<file path="config.mk">
export PLATFORM = sky130hd
export DESIGN_NAME = bram_burst_reader
export DESIGN_NICKNAME = d
export VERILOG_FILES = /design/src/rtl/bram_burst_reader.sv
export SDC_FILE = /design/constraint.sdc
export NUM_CORES = 1
export LEC_CHECK = 0
export ABC_AREA = 1
export BUFFER_PORTS_ARGS = -buffer_cell sky130_fd_sc_hd__buf_2
export CORE_ASPECT_RATIO = 0.7
export CORE_MARGIN = 4
export CORE_UTILIZATION = 25
export CTS_CLUSTER_SIZE = 40
export DETAILED_ROUTE_END_ITERATION = 10
export PLACE_DENSITY = 0.41
export RECOVER_POWER = 25
export SYNTH_ARGS = -nofsm -noshare
export SYNTH_HDL_FRONTEND = slang
export SYNTH_SLANG_ARGS = --single-unit
export TNS_END_PERCENT = 5
</file>
<file path="constraint.sdc">
create_clock -name clk_i -period 3.9 [get_ports clk_i]
set_input_delay 0.39 -clock clk_i [delete_from_list [all_inputs] [get_ports clk_i]]
set_output_delay 0.39 -clock clk_i [all_outputs]
set_load 0.05 [all_outputs]
</file>
<file path="src/rtl/bram_burst_reader.sv">
// rtl/bram_burst_reader.sv - burst reader: sequential BRAM reads into a credit-managed
// first-word-fall-through FIFO, drained on a valid/ready stream with a last-word flag.
module bram_burst_reader #(
  parameter int DATA_W     = 16,
  parameter int ADDR_W     = 4,
  parameter int RD_LAT     = 2,
  parameter int FIFO_DEPTH = 4
) (
  input  logic              clk_i,
  input  logic              rst_i,
  input  logic              start_i,
  input  logic [ADDR_W-1:0] start_addr_i,
  input  logic [ADDR_W:0]   burst_len_i,
  output logic              ram_en_o,
  output logic [ADDR_W-1:0] ram_addr_o,
  input  logic [DATA_W-1:0] ram_dout_i,
  output logic [DATA_W-1:0] dout_o,
  output logic              dout_valid_o,
  input  logic              dout_ready_i,
  output logic              dout_last_o,
  output logic              busy_o,
  output logic              done_o
);

  localparam int PTR_W = (FIFO_DEPTH > 1) ? $clog2(FIFO_DEPTH) : 1;
  localparam int CNT_W = PTR_W + 1;
  localparam int OCC_W = PTR_W + 2;

  typedef enum logic [1:0] {S_IDLE, S_READ, S_DRAIN, S_DONE} state_t;

  state_t            state_q;
  logic [ADDR_W-1:0] addr_q;
  logic [ADDR_W:0]   len_q;
  logic [ADDR_W:0]   issued_q;
  logic [ADDR_W:0]   ret_q;
  logic [RD_LAT-1:0] infl_q, infl_d;
  logic [PTR_W-1:0]  wr_ptr_q, rd_ptr_q;
  logic [CNT_W-1:0]  fifo_cnt_q;
  logic [DATA_W-1:0] mem_q [FIFO_DEPTH];

  logic             pop, push, issue;
  logic [OCC_W-1:0] inflight, occupancy;

  // Credit check counts words already in the FIFO plus reads still in the BRAM pipe,
  // so a read is only issued when a slot is guaranteed at its return edge.
  always_comb begin
    inflight = '0;
    for (int i = 0; i < RD_LAT; i++) begin
      inflight = inflight + OCC_W'(infl_q[i]);
    end
    pop       = dout_valid_o & dout_ready_i;
    push      = infl_q[RD_LAT-1];
    occupancy = OCC_W'(fifo_cnt_q) - OCC_W'(pop) + inflight;
    issue     = (state_q == S_READ) && (occupancy < OCC_W'(FIFO_DEPTH));
    infl_d    = infl_q << 1;
    infl_d[0] = issue;
  end

  assign ram_en_o     = issue;
  assign ram_addr_o   = addr_q;
  assign dout_valid_o = (fifo_cnt_q != '0);
  assign dout_o       = dout_valid_o ? mem_q[rd_ptr_q] : '0;
  assign dout_last_o  = dout_valid_o && ((ret_q + (ADDR_W+1)'(1)) == len_q);
  assign busy_o       = (state_q != S_IDLE);
  assign done_o       = (state_q == S_DONE);

  always_ff @(posedge clk_i) begin
    if (push) begin
      mem_q[wr_ptr_q] <= ram_dout_i;
    end
  end

  always_ff @(posedge clk_i or negedge rst_i) begin
    if (!rst_i) begin
      state_q    <= S_IDLE;
      addr_q     <= '0;
      len_q      <= '0;
      issued_q   <= '0;
      ret_q      <= '0;
      infl_q     <= '0;
      wr_ptr_q   <= '0;
      rd_ptr_q   <= '0;
      fifo_cnt_q <= '0;
    end else begin
      infl_q     <= infl_d;
      fifo_cnt_q <= fifo_cnt_q + CNT_W'(push) - CNT_W'(pop);
      if (push) wr_ptr_q <= wr_ptr_q + PTR_W'(1);
      if (pop) begin
        rd_ptr_q <= rd_ptr_q + PTR_W'(1);
        ret_q    <= ret_q + (ADDR_W+1)'(1);
      end
      if (issue) begin
        addr_q   <= addr_q + ADDR_W'(1);
        issued_q <= issued_q + (ADDR_W+1)'(1);
      end
      case (state_q)
        S_IDLE: begin
          if (start_i) begin
            addr_q   <= start_addr_i;
            len_q    <= burst_len_i;
            issued_q <= '0;
            ret_q    <= '0;
            state_q  <= (burst_len_i == '0) ? S_DONE : S_READ;
          end
        end
        S_READ: begin
          if (issue && (issued_q == len_q - (ADDR_W+1)'(1))) state_q <= S_DRAIN;
        end
        S_DRAIN: begin
          if (pop && dout_last_o) state_q <= S_DONE;
        end
        default: state_q <= S_IDLE;
      endcase
    end
  end

endmodule

</file>
==> metrics, run 1 <==
status finished clean; signal arrival time at the worst endpoint 2.84 ns; count of state elements after synthesis 94; Total Die Area 20,000 um2; hold_buf cts 0; Crit path buffers/inverters 4; critical path's most frequent cell nand2_1; Compound-Gate Fraction of Synth Area 9.25%; clock buffer count from CTS 9; detailed-route wire length 10,300 um; final count of pins violating max slew 0; share of the synthesized area in the top cell type 43.3%; measured slew at the worst slew-check pin 0.842 ns; ratio of total power to cell area 870 nW/um2; # clock sinks 94; worst slew slack as a fraction of its limit 43.8%; kind of critical path reg -> out; number of nets in the finished design 551; Crit path largest cell delay 0.41 ns; slack of the critical path 0.669 ns; standard cell area after detailed placement 4940 um2; sequential share of the synthesized area 60.2%; cell with the largest stage delay on the worst path dfrtp_1; cell type group with the largest total delay on the critical path simple AND/OR/NAND/NOR gates; area of the mapped netlist 4440 um2; dominant cells by area after synthesis edfxtp_1 (43%), dfrtp_1 (17%), nor2_1 (6.9%), nand2_1 (5.9%), o21ai_0 (5.0%); Adder-Cell Fraction of Synth Area 5.25%; startpoint class of the critical path flop; all-layer global routing usage 10.7%; number of different library cells in the post-synthesis netlist 31; routed length per placed instance 14.0 um; number of enable-type register cells in the synthesized netlist 64; layout cells sized above 1 14.9%; pre-CTS setup slack 0.969 ns; number of antenna violations at the first check in global routing 0; average cell area after synthesis 9.79 um2; type of the most critical hold path in -> async; number of failing hold endpoints at the final stage 0; endpoints failing setup 0; wire length of the first global-routing pass 16,800 um; synthesized instance count 453; P&R area growth vs syn 17.3%; global placer's final weighted congestion 0.765; number of gates given a new drive strength after cts 0; Worst-path clk slew 0.07 ns; most instantiated flip-flop cell in the synthesis netlist edfxtp_1; yosys synthesis warning count 0; Critical Path Sink Type output pin; routed vias 3,207; required time of the worst setup path 3.51 ns; Bufs on Longest Clock Path 2; die height 119 um; placeable core area 17,300 um2; shortest clock period the worst path allows after layout 3.23 ns; diode count 0; simple-gate share of the synthesized area 18.0%; Post-DP HPWL 6900 um; max-capacitance violation count 0; number of violations reported at the end of detailed-routing iteration 0 324; CP Max Fanout 17; startpoint of the lowest-slack register-to-register path fifo_cnt_q[1]; list of cells traversed by the critical path inv_1 > nand3_2 > inv_2 > nor2_4 > inv_2 > or2_1 > nand2_1 > ha_1 > nand2_1 > nand2_1 > nand2_1 > nand2_1 > nand2_1 > nand2_1 > nor2_4 > buf_2; via count of the first global-routing pass 3,007; share of synthesized flip-flops with an asynchronous set or reset 31.9%; CTS Root Buffer Type clkbuf_16; depth of the CTS H-tree 3; Max rail drop VDD 0.219 mV; total I/O pin count 54; post-synthesis mux area share 0%; minimum setup slack among reg-to-reg paths 1.04 ns; Final ANT Viol Nets 0; insertion delay of the later-clocked pin in the worst-skew pair 0.35 ns; CTS tree yes; DRC violation count after routing 0; worst hold slack after final layout 0.102 ns; Via-to-Cell Ratio 4.33; residual overflow from global routing 0; combinational family with the most area after synthesis simple AND/OR/NAND/NOR gates; final worst clock skew 0.00705 ns; share of the clock period used by the worst path after layout 82.8%; number of cells on the worst reg-to-reg path 21; post-synthesis xor/xnor area fraction 1.58%; total negative slack 0 ns; Mapped Nets 500; width of the die 167 um; Final Cell Area 5210 um2; effective utilization at floorplan 25.7%; # port buffers 53; site row count 40; buffers inserted by post-CTS timing repair 0; endpoint of the most critical register-to-register path ram_addr_o[2]; top achievable clock speed 0.309 GHz; standby leakage power 2.17 nW; number of optimization iterations in the first detailed-route pass 4; largest net degree at the start of global routing 34; largest area contributor in the netlist edfxtp_1; RSZ-0062 raised after global routing no
==> how the worst max path moves through the flow <==
| stage | startpoint | to | slack [ns] | depth (start not counted) |
|---|---|---|---|---|
| finish | fifo_cnt_q[1] | ram_en_o | 0.67 | 16 |
| global route | fifo_cnt_q[1] | ram_en_o | 0.39 | 16 |
| CTS | fifo_cnt_q[1] | ram_en_o | 0.59 | 16 |
| detailed placement | fifo_cnt_q[1] | ram_addr_o[2] | 0.97 | 21 |
| global placement | fifo_cnt_q[1] | ram_en_o | 1.02 | 16 |
| floorplan | fifo_cnt_q[1] | ram_en_o | 1.30 | 16 |
==> sequential cells by signal (all words and copies together), names as in the netlist <==
signal      count
infl_q          2
ram_addr_o      4
len_q           5
wr_ptr_q        2
rd_ptr_q        2
ret_q           5
state_q         2
issued_q        5
fifo_cnt_q      3
mem_q          64
==> routing by layer <==
metal	GRT usage (%)	wire, um
met3	2.55	347
met5	0	0
met2	15.3	4480
met1	15.8	5390
met4	3.35	123
==> cells by family after synthesis <==
logic type / Yosys count
AND/OR/NAND/NOR: 189
flip-flops: 94
AO/OA/AOI/OAI: 80
buffers and inverters: 64
adder cells (fa/ha/maj): 18
XOR/XNOR: 8
==> through the flow <==
step	power (mW)	std cells	util, %
floorplan	3.18	453	-
global placement	3.71	724	28.6
detailed placement	3.72	724	28.6
CTS	4.59	740	30.3
global route	4.90	740	30.2
finish	4.53	740	30.2
==> report_power, final <==
group	switching, mW	leakage, nW	total, mW	internal, mW
clock	0.412	0.138	0.859	0.447
combinational	1.57	1.08	2.19	0.627
sequential	0.233	0.947	1.48	1.25
total	2.21	2.17	4.53	2.32
==> Yosys cell counts (4+ instances only) <==
cell      instances
nor2_1           81
nand2_1          70
edfxtp_1         64
o21ai_0          44
inv_1            36
dfrtp_1          30
a21oi_1          26
nand3_1          20
ha_1             17
inv_2            11
nand4_1           8
clkbuf_1          7
o21ai_1           6
buf_2             5
xnor2_1           4
xor2_1            4
==> layout by cell type (no fill, tap or decap), types with 4 or more instances in the layout <==
cell        n
a21oi_1    26
buf_2      39
clkbuf_1   14
clkbuf_16   9
dfrtp_1    30
edfxtp_1   64
ha_1       17
inv_1      36
inv_2      11
nand2_1    70
nand3_1    20
nand4_1     8
nor2_1     81
o21ai_0    44
o21ai_1     6
xnor2_1     4
xor2_1      4
==> worst reg2reg max path, stage by stage, from the launching register on <==
cell and delay (ns):
dfrtp_1 0.41, inv_1 0.10, nand3_2 0.11, inv_2 0.34
nor2_4 0.12, inv_2 0.13, or2_1 0.14, nand2_1 0.06
ha_1 0.26, nand2_1 0.06, nand2_1 0.04, nand2_1 0.06
nand2_1 0.05, nand2_1 0.05, nand2_1 0.07, nor2_4 0.18
buf_4 0.19, inv_2 0.08, nand2_1 0.06, nand3_1 0.06
o21ai_1 0.11, inv_1 0.06
==> area by class of cell <==
cell class                      instances  area [um2]
Clock buffer                            9         225
Sequential cell                        94        2670
Multi-Input combinational cell        295        1510
Inverter                               49         184
Timing Repair Buffer                   55         263
Clock inverter                          7        62.6
Tap cell                              231         289
Fill cell                            1822       12100
Note: power is estimated with default switching activity, not from simulation.
==> run 2: changes to the inputs <==
- ABC_AREA: 1 -> 0
- clock period: 3.9 -> 3.1 ns (I/O delays scaled with it)
==> run 2 against run 1 <==
Effect of this change:
- sequential share of layout area rose by 0.51 points
- synthesized cell count fell by 34%
- largest cell class unchanged
- count of clock-buffer cells in the layout did not move
- combinational power rose by 15%
- final cell count fell by 20%
- clock power rose by 25%
==> metrics, run 2 <==
startpoint class of the critical path flop; CTS tree yes; final worst clock skew 0.00664 ns (-0.000408 ns); Post-DP HPWL 5850 um (-15%); insertion delay of the later-clocked pin in the worst-skew pair 0.35 ns (about the same); Max rail drop VDD 0.294 mV (+34%); number of nets in the finished design 407 (-26%); commonest non-fill, non-tap cell in the layout edfxtp_1; share of the clock period used by the worst path after layout 95.4%; DRC violation count after routing 0 (unchanged); number of different library cells in the post-synthesis netlist 39 (+26%); largest reg by FF count mem_q; routed vias 2,466 (-23%); synthesized instance count 298 (-34%); Bufs on Longest Clock Path 2 (unchanged); placeable core area 16,500 um2 (-4.5%); sequential share of the synthesized area 62.9% (+2.6 points); depth of the CTS H-tree 3 (unchanged); type of the most critical hold path in -> async; Final ANT Viol Nets 0 (unchanged); number of failing hold endpoints at the final stage 0 (unchanged); wire length of the first global-routing pass 13,700 um (-18%); share of the synthesized area in the top cell type 45.2% (+1.9 points); residual overflow from global routing 0 (unchanged); site row count 39 (-2.5%); worst hold slack after final layout 0.0198 ns (-0.0823 ns); area of the mapped netlist 4250 um2 (-4.2%); global placer's final weighted congestion 0.735 (-4.0%); CP Max Fanout 4 (-13); routed length per placed instance 14.6 um (+4.5%); commonest cells after routing, fill and taps aside edfxtp_1 (64), buf_2 (38), dfrtp_1 (29); top achievable clock speed 0.338 GHz; Via-to-Cell Ratio 4.17 (-3.7%); Mapped Nets 345 (-31%); shortest clock period the worst path allows after layout 2.96 ns; max-capacitance violation count 0 (unchanged); clock buffer count from CTS 9 (unchanged); number of violations reported at the end of detailed-routing iteration 0 124 (-62%); GR Layer Usage met2 14.0% (-1.3 points); hold_buf cts 0 (unchanged); die height 117 um (-2.0%); ratio of total power to cell area 1060 nW/um2 (+21%); # clock sinks 94 (unchanged); width of the die 164 um (-2.0%); total I/O pin count 54 (unchanged); yosys synthesis warning count 0 (unchanged); status finished clean; largest net degree at the start of global routing 31 (-8.8%); endpoints failing setup 0 (unchanged); number of antenna violations at the first check in global routing 0 (unchanged); detailed-route wire length 8630 um (-17%); measured slew at the worst slew-check pin 0.935 ns (+0.0928 ns); kind of critical path reg -> out; via count of the first global-routing pass 2,480 (-18%); total negative slack 0 ns (unchanged); list of most frequent post-synthesis cells edfxtp_1 (64), dfrtp_1 (30), nand2_1 (28); fraction of met1 tracks used by global routing 13.4% (-2.4 points); Finished Core Util 31.3% (+1.1 points); number of enable-type register cells in the synthesized netlist 64 (unchanged); GR peak layer met2; standby leakage power 1.95 nW (-10%); RSZ-0062 raised after global routing no; share of synthesized flip-flops with an asynchronous set or reset 31.9% (unchanged); count of state elements after synthesis 94 (unchanged); met3 Usage GRT 3.75% (+1.2 points); required time of the worst setup path 2.79 ns (-0.72 ns); flip-flop count of the largest register after layout 64 (unchanged); # port buffers 53 (unchanged); layout cells sized above 1 26.0% (+11 points); most instantiated flip-flop cell in the synthesis netlist edfxtp_1; number of optimization iterations in the first detailed-route pass 4 (unchanged); Total Die Area 19,200 um2 (-3.9%); final count of pins violating max slew 0 (unchanged); average cell area after synthesis 14.3 um2 (+46%); all-layer global routing usage 9.70% (-0.98 points); Worst-path clk slew 0.07 ns (about the same); largest area contributor in the netlist edfxtp_1; P&R area growth vs syn 21.3%; effective utilization at floorplan 25.8% (+0.082 points); cell with the most instances after synthesis edfxtp_1; worst slew slack as a fraction of its limit 37.7% (-6.2 points); count of filler cells inserted in the layout 1,693 (-7.1%); dominant cells by area after synthesis edfxtp_1 (45%), dfrtp_1 (18%), mux4_2 (8.5%), ha_1 (5.0%), and2_1 (3.2%); signal arrival time at the worst endpoint 2.65 ns (-0.19 ns); CTS Root Buffer Type clkbuf_16; Critical Path Sink Type output pin
## run 2: cell count changes after synthesis, moves of 11 or more
cell     delta
mux4_2     +16
a21oi_1    -16
nor2_1     -70
inv_2      -11
and2_1     +22
nand2_1    -42
inv_1      -21
nand3_1    -13
o21ai_0    -34
## run 2: what timing repair did
item,in CTS,in global routing
setup endpoints to repair,1,1
cloned,0,0
gates resized for setup,2,10
endpoints found under the hold margin,0,0
setup buffers,0,3
pin swaps,0,2
## run 2: worst paths after layout
path,slack (ns),cells after the start,start,endpoint
setup / recovery,0.14,11,fifo_cnt_q[2],ram_en_o
setup reg to reg,0.24,11,fifo_cnt_q[2],issued_q[3]
max in group asynchronous,2.55,1,rst_i,fifo_cnt_q[1]
min in group clk_i,0.16,3,burst_len_i[4],len_q[4]
hold / removal,0.02,1,rst_i,state_q[1]
hold reg to reg,0.44,0,infl_q[0],infl_q[1]
## run 2: per-layer routing
metal  share of wire (%)  vias up
li1                    -     1201
met1                  51     1217
met2                  44       40
met3                 4.6        8
met4                0.95        0
met5                   0        -
## run 2: logic make-up after synthesis
logic type	after synthesis	share of synthesized area [%]
DFF	94	62.9
and+or+nand+nor	89	10.7
AOI/OAI and AO/OA	29	4.47
buffers and inverters	27	2.47
xor gates and xnor gates	23	4.91
muxes	18	9.06
adders and majority gates	18	5.47
## run 2: area by class of cell
class                           instances  area, um2  area share [%]
Multi-Input combinational cell        177       1520            29.4
Timing Repair Buffer                   63        342            6.62
Clock buffer                            9        225            4.37
Antenna cell                            1       2.50          0.0485
Tap cell                              225        282            5.46
Clock inverter                          7       61.3            1.19
Sequential cell                        94       2670            51.8
Inverter                               15       56.3            1.09
## run 2: per-stage QoR
stage	power, mW	instance area [um2]	setup slack (ns)	cells
2_1_floorplan	3.73	4250	0.166	298
3_3_place_gp	4.33	4810	0.317	571
3_5_place_dp	4.34	4810	0.250	571
4_1_cts	5.45	5110	0.00622	587
5_1_grt	5.84	5150	0.0268	590
6_report	5.44	5160	0.142	591
## run 2: worst max-delay path: stages, from the launching register on
cell	delay (ns)
dfrtp_1	0.40
or3_4	0.41
and2_1	0.18
nand2b_1	0.09
nand2_1	0.06
ha_1	0.28
nand3_2	0.11
and3_4	0.18
o31ai_4	0.23
buf_4	0.16
inv_2	0.05
buf_6	0.15
## run 2: where the power goes
| part | switching, mW | leakage, nW | internal (mW) | total, mW |
|---|---|---|---|---|
| sequential | 0.269 | 0.955 | 1.59 | 1.86 |
| combinational | 1.56 | 0.855 | 0.946 | 2.51 |
| clock | 0.512 | 0.141 | 0.562 | 1.07 |
==> run 3: changes to the inputs <==
==> constraint.sdc (replaced) <==
create_clock -name clk_i -period 3.1 [get_ports clk_i]
set_input_delay 0.155 -clock clk_i [delete_from_list [all_inputs] [get_ports clk_i]]
set_output_delay 0.155 -clock clk_i [all_outputs]
set_load 0.05 [all_outputs]
==> run 3 against run 2 <==
Effect of this change:
- combinational power is 5% lower
- hold slack got worse by 0.0046 ns
- first-iteration DRC count is 23% lower
- largest cell class unchanged
- global-route usage fell by 0.14 points
==> metrics, run 3 (synthesis gave the netlist of run 2 again) <==
Final ANT Viol Nets 0 (unchanged); DRC violation count after routing 0 (unchanged); largest reg by FF count mem_q; # port buffers 53 (unchanged); pre-CTS setup slack 0.243 ns (-0.00652 ns); type of the most critical hold path in -> reg; required time of the worst setup path 2.94 ns (+0.15 ns); wire length of the first global-routing pass 13,400 um (-2.2%); relative contribution of combinational cells to total power 45.3% (-0.8 points); number of nets in the finished design 403 (-0.98%); total I/O pin count 54 (unchanged); final worst clock skew 0.00694 ns (+0.000301 ns); all-layer global routing usage 9.55% (-0.14 points); switching share of power 42.8% (-0.30 points); number of antenna violations at the first check in global routing 0 (unchanged); placeable core area 16,500 um2 (unchanged); die height 117 um (unchanged); endpoints failing setup 0 (unchanged); Worst-path clk slew 0.07 ns (about the same); shortest clock period the worst path allows after layout 2.91 ns (-0.0519 ns); kind of critical path reg -> out; final count of pins violating max slew 0 (unchanged); largest net degree at the start of global routing 31 (unchanged); number of failing hold endpoints at the final stage 0 (unchanged); P&R area growth vs syn 19.5%; measured slew at the worst slew-check pin 0.936 ns (+0.000498 ns); CTS Root Buffer Type clkbuf_16; clock buffer count from CTS 9 (unchanged); share of power burned in the clock network 18.9% (-0.8 points); Bufs on Longest Clock Path 2 (unchanged); site row count 39 (unchanged); number of violations reported at the end of detailed-routing iteration 0 95 (-23%); detailed-route wire length 8520 um (-1.2%); depth of the CTS H-tree 3 (unchanged); diode count 0 (-1); total negative slack 0 ns (unchanged); # clock sinks 94 (unchanged); insertion delay of the later-clocked pin in the worst-skew pair 0.34 ns (about the same); status finished clean; global placer's final weighted congestion 0.700 (-4.7%); startpoint class of the critical path flop; via count of the first global-routing pass 2,444 (-1.5%); CP Max Fanout 6 (+2); Max rail drop VDD 0.360 mV (+22%); top achievable clock speed 0.344 GHz (+1.8%); sequential share of power 35.8% (+1.6 points); number of optimization iterations in the first detailed-route pass 4 (unchanged); max-capacitance violation count 0 (unchanged); CTS tree yes; commonest non-fill, non-tap cell in the layout edfxtp_1; width of the die 164 um (unchanged); signal arrival time at the worst endpoint 2.75 ns (+0.10 ns); switching power total 2.25 mW (-3.9%); residual overflow from global routing 0 (unchanged); Total Die Area 19,200 um2 (unchanged); effective utilization at floorplan 25.8% (unchanged); commonest cells after routing, fill and taps aside edfxtp_1 (64), buf_2 (38), dfrtp_1 (30); flip-flop count of the largest register after layout 64 (unchanged); layout cells sized above 1 22.2% (-3.9 points); share of the clock period used by the worst path after layout 93.7% (-1.7 points); worst slew slack as a fraction of its limit 37.6% (about the same); Via-to-Cell Ratio 4.10 (-1.8%); Critical Path Sink Type output pin; slack of the critical path 0.194 ns (+0.0519 ns); ratio of total power to cell area 1040 nW/um2 (-1.7%); routed vias 2,400 (-2.7%); Internal Pwr Total 3.02 mW (-2.7%); standby leakage power 1.92 nW (-1.7%); RSZ-0062 raised after global routing no; routed length per placed instance 14.5 um (-0.34%); Post-DP HPWL 5800 um (-0.87%)
==> run 3: cell type report <==
type,count,area [um2]
timing repair buffer,59,313
fill,1669,11400
clock buffer,11,233
sequential,94,2670
multi-input combinational,177,1490
tap,225,282
clock inverter,5,35.0
inverter,15,56.3
==> run 3: through the flow <==
stage               cells  utilization (%)  area (um2)  power [mW]  hold slack, ns
floorplan             298                -        4250        3.73          -0.141
global placement      568             29.1        4790        4.31           0.267
detailed placement    568             29.1        4790        4.33           0.263
CTS                   586             30.8        5080        5.35       0.0000919
global route          586             30.8        5080        5.64          0.0142
finish                586             30.8        5080        5.27          0.0152
==> run 3: timing repair <==
action / 4_1_cts / 5_1_grt
hold endpoints to repair: 31 / 0
resized for setup: 1 / 3
endpoints found under the setup margin: 1 / 1
buffers inserted: 0 / 0
hold buffers: 2 / 0
==> run 3: power by group through the flow <==
| stage | registers (mW) | clock network (mW) | logic, mW |
|---|---|---|---|
| after floorplan | 1.85 | 0 | 1.88 |
| after global placement | 1.92 | 0 | 2.40 |
| after detailed placement | 1.92 | 0 | 2.40 |
| after CTS | 1.90 | 1.04 | 2.42 |
| after global routing | 1.94 | 1.09 | 2.61 |
| final | 1.89 | 0.995 | 2.39 |
==> run 3: worst max-delay path, stage by stage (launching register included) <==
cell and delay [ns]:
dfrtp_1 0.41, or3_1 0.39, and2_1 0.24, nand2b_1 0.12, nand2_1 0.06, ha_1 0.26, nand3_1 0.10, and3_1 0.19
o31ai_4 0.31, inv_2 0.10, clkbuf_4 0.22
==> run 3: path summary, 6_finish.rpt <==
check / slack [ns] / depth (start not counted) / endpoint / start
max in group asynchronous: 2.25 / 2 / fifo_cnt_q[1] / rst_i
hold reg to reg: 0.42 / 0 / infl_q[1] / infl_q[0]
hold / removal: 0.02 / 3 / ram_addr_o[3] / start_addr_i[3]
min in group asynchronous: 0.40 / 2 / state_q[1] / rst_i
setup reg to reg: 0.21 / 11 / state_q[1] / fifo_cnt_q[0]
setup / recovery: 0.19 / 10 / ram_en_o / fifo_cnt_q[0]
==> run 3: per-layer routing <==
| layer | track usage (%) | vias to the layer above | share of wire [%] |
|---|---|---|---|
| li1 | - | 1191 | - |
| met1 | 12.8 | 1170 | 50 |
| met2 | 14.4 | 33 | 45 |
| met3 | 3.68 | 6 | 4.0 |
| met4 | 3.02 | 0 | 1.1 |
| met5 | 0 | - | 0 |
